<file path="src/rtl/l2_reg_serializer.sv">
// -----------------------------------------------------------------------------
// l2_reg_serializer
//
// Purpose:
//   Transmit-side counterpart of the 12-byte L2 register splice. A 96-bit word
//   is captured on load and then emitted as NBYTES byte writes (dout, Sel, We).
//   These feed the splice din/Sel/We inputs directly. A valid/ready handshake
//   on the byte side lets the sink stall the transfer.
//
// Handshake:
//   We is "valid" and out_ready is "ready". A byte transfers on a rising edge
//   where We & out_ready. While We=1 and out_ready=0, dout, Sel and We hold.
//   On the word side, load is accepted only on an edge where in_ready=1.
//
// Ports:
//   clk        in   clock; all logic is on the rising edge
//   rst        in   synchronous, active-high reset
//   din        in   word to send; byte k = din[k*BYTE_W +: BYTE_W]
//   load       in   start a word (accepted only when in_ready=1)
//   in_ready   out  idle, can accept load
//   abort      in   cancel the word in flight (no done pulse)
//   dout       out  current byte (0 whenever We=0)
//   Sel        out  true byte position of dout
//   We         out  byte valid / write strobe
//   out_ready  in   sink accepts the byte this cycle
//   done       out  one-cycle pulse after the last byte is accepted
//
// Configuration:
//   L2_SER_MSB_FIRST_EN  undefined: send byte 0 first (Sel 0 .. NBYTES-1)
//                        defined:   send byte NBYTES-1 first (Sel NBYTES-1 .. 0)
// -----------------------------------------------------------------------------
module l2_reg_serializer #(
    parameter int NBYTES = 12,
    parameter int BYTE_W = 8,
    parameter int SEL_W  = 4
) (
    input  logic                     clk,
    input  logic                     rst,
    input  logic [NBYTES*BYTE_W-1:0] din,
    input  logic                     load,
    output logic                     in_ready,
    input  logic                     abort,
    output logic [BYTE_W-1:0]        dout,
    output logic [SEL_W-1:0]         Sel,
    output logic                     We,
    input  logic                     out_ready,
    output logic                     done
);

    typedef enum logic [0:0] {
        ST_IDLE = 1'b0,
        ST_SEND = 1'b1
    } state_t;

    // First and last byte position in send order. Sel always names the true
    // byte position, so only the traversal direction changes.
`ifdef L2_SER_MSB_FIRST_EN
    localparam logic [SEL_W-1:0] FIRST_IDX = SEL_W'(NBYTES - 1);
    localparam logic [SEL_W-1:0] LAST_IDX  = '0;
`else
    localparam logic [SEL_W-1:0] FIRST_IDX = '0;
    localparam logic [SEL_W-1:0] LAST_IDX  = SEL_W'(NBYTES - 1);
`endif

    state_t                   r_state;
    state_t                   w_next_state;
    logic [NBYTES*BYTE_W-1:0] r_shadow;
    logic [SEL_W-1:0]         r_idx;
    logic                     r_done;

    logic                     w_xfer;
    logic                     w_last;
    logic [SEL_W-1:0]         w_idx_step;

    assign w_xfer = (r_state == ST_SEND) && out_ready;
    assign w_last = (r_idx == LAST_IDX);

`ifdef L2_SER_MSB_FIRST_EN
    assign w_idx_step = r_idx - SEL_W'(1);
`else
    assign w_idx_step = r_idx + SEL_W'(1);
`endif

    // ---------------------------------------------------------------------
    // FSM: state register
    // ---------------------------------------------------------------------
    always_ff @(posedge clk) begin
        if (rst) begin
            r_state <= ST_IDLE;
        end else begin
            r_state <= w_next_state;
        end
    end

    // ---------------------------------------------------------------------
    // FSM: next-state logic
    // abort is ignored in IDLE, so abort together with load lets load win.
    // ---------------------------------------------------------------------
    always_comb begin
        w_next_state = r_state;
        case (r_state)
            ST_IDLE: begin
                if (load) begin
                    w_next_state = ST_SEND;
                end
            end
            ST_SEND: begin
                if (abort) begin
                    w_next_state = ST_IDLE;
                end else if (w_xfer && w_last) begin
                    w_next_state = ST_IDLE;
                end
            end
            default: w_next_state = ST_IDLE;
        endcase
    end

    // ---------------------------------------------------------------------
    // Datapath registers: shadow word, byte index, done pulse.
    // The index parks at 0 whenever the block goes idle, so Sel reads 0
    // in IDLE in both send orders.
    // ---------------------------------------------------------------------
    always_ff @(posedge clk) begin
        if (rst) begin
            r_shadow <= '0;
            r_idx    <= '0;
            r_done   <= 1'b0;
        end else begin
            // abort beats a simultaneous last transfer: the byte is taken by
            // the sink, but the word is not reported as complete.
            r_done <= w_xfer && w_last && !abort;

            case (r_state)
                ST_IDLE: begin
                    if (load) begin
                        r_shadow <= din;
                        r_idx    <= FIRST_IDX;
                    end
                end
                ST_SEND: begin
                    if (abort) begin
                        r_idx <= '0;
                    end else if (w_xfer) begin
                        if (w_last) begin
                            r_idx <= '0;
                        end else begin
                            r_idx <= w_idx_step;
                        end
                    end
                end
                default: r_idx <= '0;
            endcase
        end
    end

    // ---------------------------------------------------------------------
    // FSM: outputs
    // ---------------------------------------------------------------------
    always_comb begin
        in_ready = (r_state == ST_IDLE);
        We       = (r_state == ST_SEND);
        Sel      = r_idx;
        done     = r_done;
        dout     = '0;
        if (r_state == ST_SEND) begin
            for (int k = 0; k < NBYTES; k++) begin
                if (r_idx == SEL_W'(k)) begin
                    dout = r_shadow[k*BYTE_W +: BYTE_W];
                end
            end
        end
    end

endmodule
</file>
<file path="config.mk">
export PLATFORM = sky130hd
export DESIGN_NAME = l2_reg_serializer
export DESIGN_NICKNAME = d
export VERILOG_FILES = /design/src/rtl/l2_reg_serializer.sv
export SDC_FILE = /design/constraint.sdc
export NUM_CORES = 1
export LEC_CHECK = 0
export BUFFER_PORTS_ARGS = -buffer_cell sky130_fd_sc_hd__buf_2
export CAP_MARGIN = 20
export CORE_MARGIN = 10
export CORE_UTILIZATION = 49
export DETAILED_ROUTE_END_ITERATION = 12
export GPL_TIMING_DRIVEN = 0
export PLACE_DENSITY = 0.72
export SLEW_MARGIN = 10
export SYNTH_ARGS = -nofsm -noshare
export SYNTH_HDL_FRONTEND = slang
export SYNTH_SLANG_ARGS = --single-unit
export TNS_END_PERCENT = 30
</file>
<file path="constraint.sdc">
create_clock -name clk -period 2.7 [get_ports clk]
set_clock_uncertainty 0.1 [all_clocks]
set_input_delay 0.54 -clock clk [delete_from_list [all_inputs] [get_ports clk]]
set_output_delay 0.54 -clock clk [all_outputs]
set_load 0.02 [all_outputs]
</file>
==> flow_summary.toml, run 1 <==
[synth]
async_flop_share = 0
syn_avg_cell_area_um2 = 7.15
yosys_warnings = 0
synth.ff_latch_count = 102
yosysTopAreaCell = "dfxtp_1"
synth_cell_types = 33
yosys-top-cells-area = "dfxtp_1 (42%), nand2_1 (17%), a21oi_1 (14%)"
ys.flop_type = "dfxtp_1"
syn-cell-area_mm2 = 0.00491
yosysTopAreaCellShare = 0.416
yosysSeqAreaShare = 0.416
syn_nets = 792
synth_edf_count = 0
synthCells = 687

[setup_path]
critPathArrivalTime_ps = 2210
critPathTopFamily = "compound AO/OA/AOI/OAI gates"
rr_startpoint = "We$_SDFF_PP0_"
worstSetupPathType = "reg -> out"
cpMaxStageDelayCell = "dfxtp_4"
path_cells = "inv_4 -> ha_4 -> buf_6 -> buf_12 -> a21oi_2 -> o21ai_2 -> a2111oi_2 -> o21ai_1 -> buf_4"
crit_buf_inv = 4
regToRegEndpoint = "r_shadow[27]$_SDFFE_PP0P_"
crit_path_max_fanout = 5
critPathMaxStageDelay_ps = 400
required_ps = 2060
rr_worst_depth = 6
worst_setup_path_end_kind = "primary output"
startpoint_type = "register"
r2r_slack_ps = 940

[placed_design]
dp_hpwl_mm = 13.4
globalplace.congestion = 0.934
io_buffer_count = 114
postPlaceCellArea_mm2 = 0.00565

[sta]
finalCritPeriodShare = 1.06
relSlewSlack = 0.514
post-route-min-period_ps = 2850
fin_ws_ps = -151
tightest_slew_ps = 729
max_freq_ghz = 0.351
rsz0062_at_grt = "true"
setup_viol = 8
whs_ps = 279
slew_viol_final = 0
finalHoldViolations = 0

[cts]
cts_tree = "built"
clk_transition_reported_paths_ps = 90
h-tree-depth = 3
cts-buffers-inserted = 9
insertion_delay_ps = 380
clkSinkCount = 102
cts-root-buf = "clkbuf_8"
cts_hold_buf = 0
max-clock-path-buffers = 2

[die]
ioPinCount = 116
dieHeight_um = 120
fp.dieW_um = 120
row_count = 36
die-area_mm2 = 0.0144
fp.coreArea_mm2 = 0.00977
start_util = 0.503

[route]
drtIter0Drc = 356
first_pass_iters = 5
avgRoutedWirePerCell_um = 17.9
detail-route-antenna-nets = 0
via_per_inst = 5.31
route.detailed.drc = 0
routed_wl_mm = 17.1
route.vias.total = 5083

[min_path]
hold_start = "din[18]"
hold_end = "r_shadow[18]$_SDFFE_PP0P_"
hold_depth = 3
hp-class = "in -> reg"

[cells_and_area]
stdcell_area_mm2 = 0.00657
final_nets = 926
layout_commonest_cell = "nand2_1"
areaGrowthSynthToFinish_pct = 33.7
layout_common_cells = "nand2_1 (218), a21oi_1 (123), buf_2 (120)"
diodes = 0
drive_above_1_share = 0.291

[job]
maxCapViolCount = 0

[power]
ir_drop_v = 0.000515
cellPowerDensity_mw_per_mm2 = 488
power_leakage_uw = 0.00251

[global_route]
antenna_found_initial = 0
grt_pass1_wl_mm = 26.7
grt_pass1_vias = 5116
gr-total-overflow = 0
grt_max_degree = 16
grtUsageTotal = 0.232

[outcome]
failed_checks = "negative setup slack"
status = "complete, but fails checks"
metal layers:
metal	share of wire	wire (µm)	up-vias	track usage
met4	0.013	230	0	0.0626
met1	0.46	7840	2349	0.299
li1	-	-	2567	-
met5	0	0	-	0
met2	0.47	8060	149	0.379
met3	0.057	978	18	0.0563
synthesized netlist by cell type, types with 5 or more instances:
cell	count
inv_1	20
nand3b_1	10
buf_2	20
o21ai_0	27
a221oi_1	8
a21oi_1	140
a21oi_2	8
nand2_1	218
o21ai_1	8
buf_4	5
nor2b_1	19
o221ai_1	8
dfxtp_1	102
a2111oi_1	6
nor2_1	27
clkbuf_1	29
o21a_1	8
area by class of cell:
class	count	area, µm²
Inverter	20	80.1
Timing Repair Buffer	126	736
Buffer	55	327
Fill cell	869	3210
Clock inverter	5	100
Clock buffer	9	124
Multi-Input combinational cell	507	2980
Tap cell	133	166
Sequential cell	102	2050
how the worst max path moves through the flow:
stage | start | end | slack (ps) | cells past startpoint
2_1_floorplan | Sel[0]$_SDFFE_PP0P_ | dout[0] | 200 | 7
3_3_place_gp | Sel[0]$_SDFFE_PP0P_ | dout[3] | -210 | 9
3_5_place_dp | Sel[0]$_SDFFE_PP0P_ | dout[2] | -210 | 9
4_1_cts | Sel[0]$_SDFFE_PP0P_ | dout[0] | -160 | 9
5_1_grt | Sel[0]$_SDFFE_PP0P_ | dout[0] | -210 | 8
6_report | Sel[1]$_SDFFE_PP0P_ | dout[4] | -150 | 9
metrics by stage:
stage,util,total power [µW],setup WS (ps),setup TNS [ps],instances
after floorplan,-,1900,198,0,687
after global placement,0.578,2060,-213,-1130,934
after detailed placement,0.578,2070,-212,-1250,934
after CTS,0.655,3210,-156,-1150,955
after global routing,0.672,3340,-212,-1520,957
final,0.672,3200,-151,-873,957
what timing repair did:
item | CTS | global route
resized for setup | 115 | 40
gates cloned | 2 | 0
pin swaps | 21 | 14
setup buffers | 6 | 4
endpoints found under the setup margin | 8 | 8
kinds of logic after synthesis:
group / Yosys count / synth area share
compound gates: 217 / 0.255
xor+xnor: 1 / 0.00178
fa+ha+maj: 4 / 0.0102
buf+inv: 78 / 0.0734
flops: 102 / 0.416
simple gates: 285 / 0.244
state kept, by name, indices dropped and copies added (netlist names):
name,cells
Sel,4
done,1
r_shadow,96
We,1
worst register-to-register path, stage by stage (launching register included):
cell and delay, ps:
dfxtp_1 420, inv_1 70, nand2_1 270, buf_2 300, buf_2 270, nand2_1 100, a21oi_1 160
report_power, final:
group | leakage (µW) | internal [µW] | switching (µW) | total (µW)
Clock | 0.000115 | 602 | 516 | 1120
Combinational | 0.00156 | 182 | 255 | 437
Sequential | 0.000839 | 1590 | 58.2 | 1650
Total | 0.00251 | 2370 | 829 | 3200
Note: power is estimated with default switching activity, not from simulation.
==> run 2, diff against run 1 <==
--- a/config.mk
+++ b/config.mk
@@ -8,10 +8,10 @@
 export BUFFER_PORTS_ARGS = -buffer_cell sky130_fd_sc_hd__buf_2
 export CAP_MARGIN = 20
 export CORE_MARGIN = 10
-export CORE_UTILIZATION = 49
+export CORE_UTILIZATION = 54
 export DETAILED_ROUTE_END_ITERATION = 12
 export GPL_TIMING_DRIVEN = 0
-export PLACE_DENSITY = 0.72
+export PLACE_DENSITY = 0.78
 export SLEW_MARGIN = 10
 export SYNTH_ARGS = -nofsm -noshare
 export SYNTH_HDL_FRONTEND = slang
==> run 2 against run 1 <==
- the flow still finishes with violations (negative setup slack)
- fmax fell by 1.1%
- via count rose by 2.2%
- non-clock buffer count fell by 2
- critical path type unchanged
- largest cell class unchanged
==> flow_summary.toml, run 2 (synthesis results as in run 1) <==
[outcome]
status = "complete, but fails checks"
failed_checks = "negative setup slack"

[setup_path]
critPathTopFamily = "compound AO/OA/AOI/OAI gates"
rr_startpoint = "We$_SDFF_PP0_"
critPathMaxStageDelay_ps = 400
worst_setup_path_end_kind = "primary output"
rr_worst_depth = 5
r2r_slack_ps = 1020
path_cells = "inv_2 -> ha_2 -> buf_6 -> buf_12 -> a21oi_2 -> o21ai_2 -> a2111oi_4 -> o21ai_1 -> buf_4"
cp.depth = 9
crit_buf_inv = 4
crit_path_max_fanout = 9
cpMaxStageDelayCell = "dfxtp_4"
cp-startpoint = "Sel[0]$_SDFFE_PP0P_"
startpoint_type = "register"
regToRegEndpoint = "Sel[3]$_SDFFE_PP0P_"
worstSetupPathType = "reg -> out"
setup.worst_path.end = "dout[1]"
required_ps = 2060
critPathArrivalTime_ps = 2240

[sta]
rsz0062_at_grt = "true"
post-route-min-period_ps = 2880
finalCritPeriodShare = 1.07
tightest_slew_ps = 712
fin_setup_tns_ps = -981
max_freq_ghz = 0.347
relSlewSlack = 0.525
slew_viol_final = 0
setup_viol = 8
fin_ws_ps = -183
finalHoldViolations = 0

[route]
route.detailed.drc = 0
route.vias.total = 5194
first_pass_iters = 6
detail-route-antenna-nets = 0
drtIter0Drc = 424
routed_wl_mm = 16.8
via_per_inst = 5.58
avgRoutedWirePerCell_um = 18.0

[min_path]
hp-class = "in -> reg"
hold_depth = 3

[global_route]
grt_pass1_wl_mm = 26.6
antenna_found_initial = 0
grt_pass1_vias = 5297
gr-total-overflow = 0
grt_max_degree = 17
grtUsageTotal = 0.251

[power]
ir_drop_v = 0.000330
power_leakage_uw = 0.00246
cellPowerDensity_mw_per_mm2 = 484

[die]
die-area_mm2 = 0.0133
ioPinCount = 116
fp.coreArea_mm2 = 0.00881
row_count = 34
fp.dieW_um = 115
dieHeight_um = 115
start_util = 0.558

[cells_and_area]
final_nets = 924
multi_input_area_mm2 = 0.00284
fill_cells = 755
layout_commonest_cell = "nand2_1"
areaGrowthSynthToFinish_pct = 29.0
diodes = 0
largest_register_ffs = 96
drive_above_1_share = 0.275
layout_common_cells = "nand2_1 (217), a21oi_1 (126), buf_2 (119)"
top_register = "r_shadow"
utilization = 0.719
regArea_mm2 = 0.00205

[cts]
h-tree-depth = 3
clkSinkCount = 102
clk_transition_reported_paths_ps = 100
max-clock-path-buffers = 2
cts-buffers-inserted = 9
cts-root-buf = "clkbuf_8"
cts_tree = "built"
insertion_delay_ps = 380

[placed_design]
globalplace.congestion = 0.913
io_buffer_count = 114
dp_hpwl_mm = 12.8

[job]
maxCapViolCount = 0
==> run 2: cell types whose count changed in the layout (fill, tap and decap cells not counted), sizes merged <==
| cell | change |
|---|---|
| bufinv | -2 |
| buf | -2 |
| clkbuf | +2 |
| inv | +1 |
==> run 2: how the worst min path moves through the flow <==
stage | from | end
floorplan | r_shadow[16]$_SDFFE_PP0P_ | r_shadow[16]$_SDFFE_PP0P_
global placement | r_shadow[21]$_SDFFE_PP0P_ | r_shadow[21]$_SDFFE_PP0P_
detailed placement | r_shadow[94]$_SDFFE_PP0P_ | r_shadow[94]$_SDFFE_PP0P_
CTS | din[34] | r_shadow[34]$_SDFFE_PP0P_
global route | din[60] | r_shadow[60]$_SDFFE_PP0P_
finish | din[86] | r_shadow[86]$_SDFFE_PP0P_
==> run 2: through the flow <==
| step | worst slack, ps | hold WS, ps | power [µW] | instance area, µm² | std cells |
|---|---|---|---|---|---|
| 2_1_floorplan | 198 | 336 | 1900 | 4910 | 687 |
| 4_1_cts | -146 | 285 | 3060 | 6230 | 931 |
| 3_3_place_gp | -242 | 345 | 2050 | 5620 | 909 |
| 5_1_grt | -240 | 300 | 3200 | 6330 | 931 |
| 3_5_place_dp | -294 | 347 | 2060 | 5620 | 909 |
| 6_report | -183 | 287 | 3070 | 6330 | 931 |
==> run 2: final cells by class <==
type / instances / share of cell area
buffer: 57 / 0.0545
clock buffer: 11 / 0.0223
clock inverter: 4 / 0.00889
inverter: 20 / 0.0122
multi-input combinational: 507 / 0.449
sequential: 102 / 0.324
tap: 108 / 0.0213
timing repair buffer: 122 / 0.108
==> run 2: where the power goes <==
part           total (µW)  internal, µW  switching [µW]
combinational         426           177             249
sequential           1640          1590            54.7
clock                 999           457             542
==> run 2: timing repair <==
item | in CTS | in global routing
buffers inserted | 7 | 0
gates cloned | 1 | 0
hold buffers | 0 | 0
resized for setup | 91 | 26
pin swaps | 19 | 6
endpoints found under the setup margin | 8 | 8
==> run 2: worst reg2reg max path: cells and delay by family, from the launching register on <==
| family | cells | cell delay (ps) |
|---|---|---|
| compound gates | 3 | 560 |
| flops | 1 | 400 |
| simple gates | 1 | 290 |
| buf+inv | 1 | 240 |
==> run 2: routing by layer <==
layer,part of all wire,vias to the layer above,GRT usage,wire length [µm]
met1,0.43,2409,0.306,7160
met3,0.073,31,0.0625,1220
met2,0.48,204,0.418,8000
met5,0,-,0,0
met4,0.023,0,0.0980,393
li1,-,2550,-,-
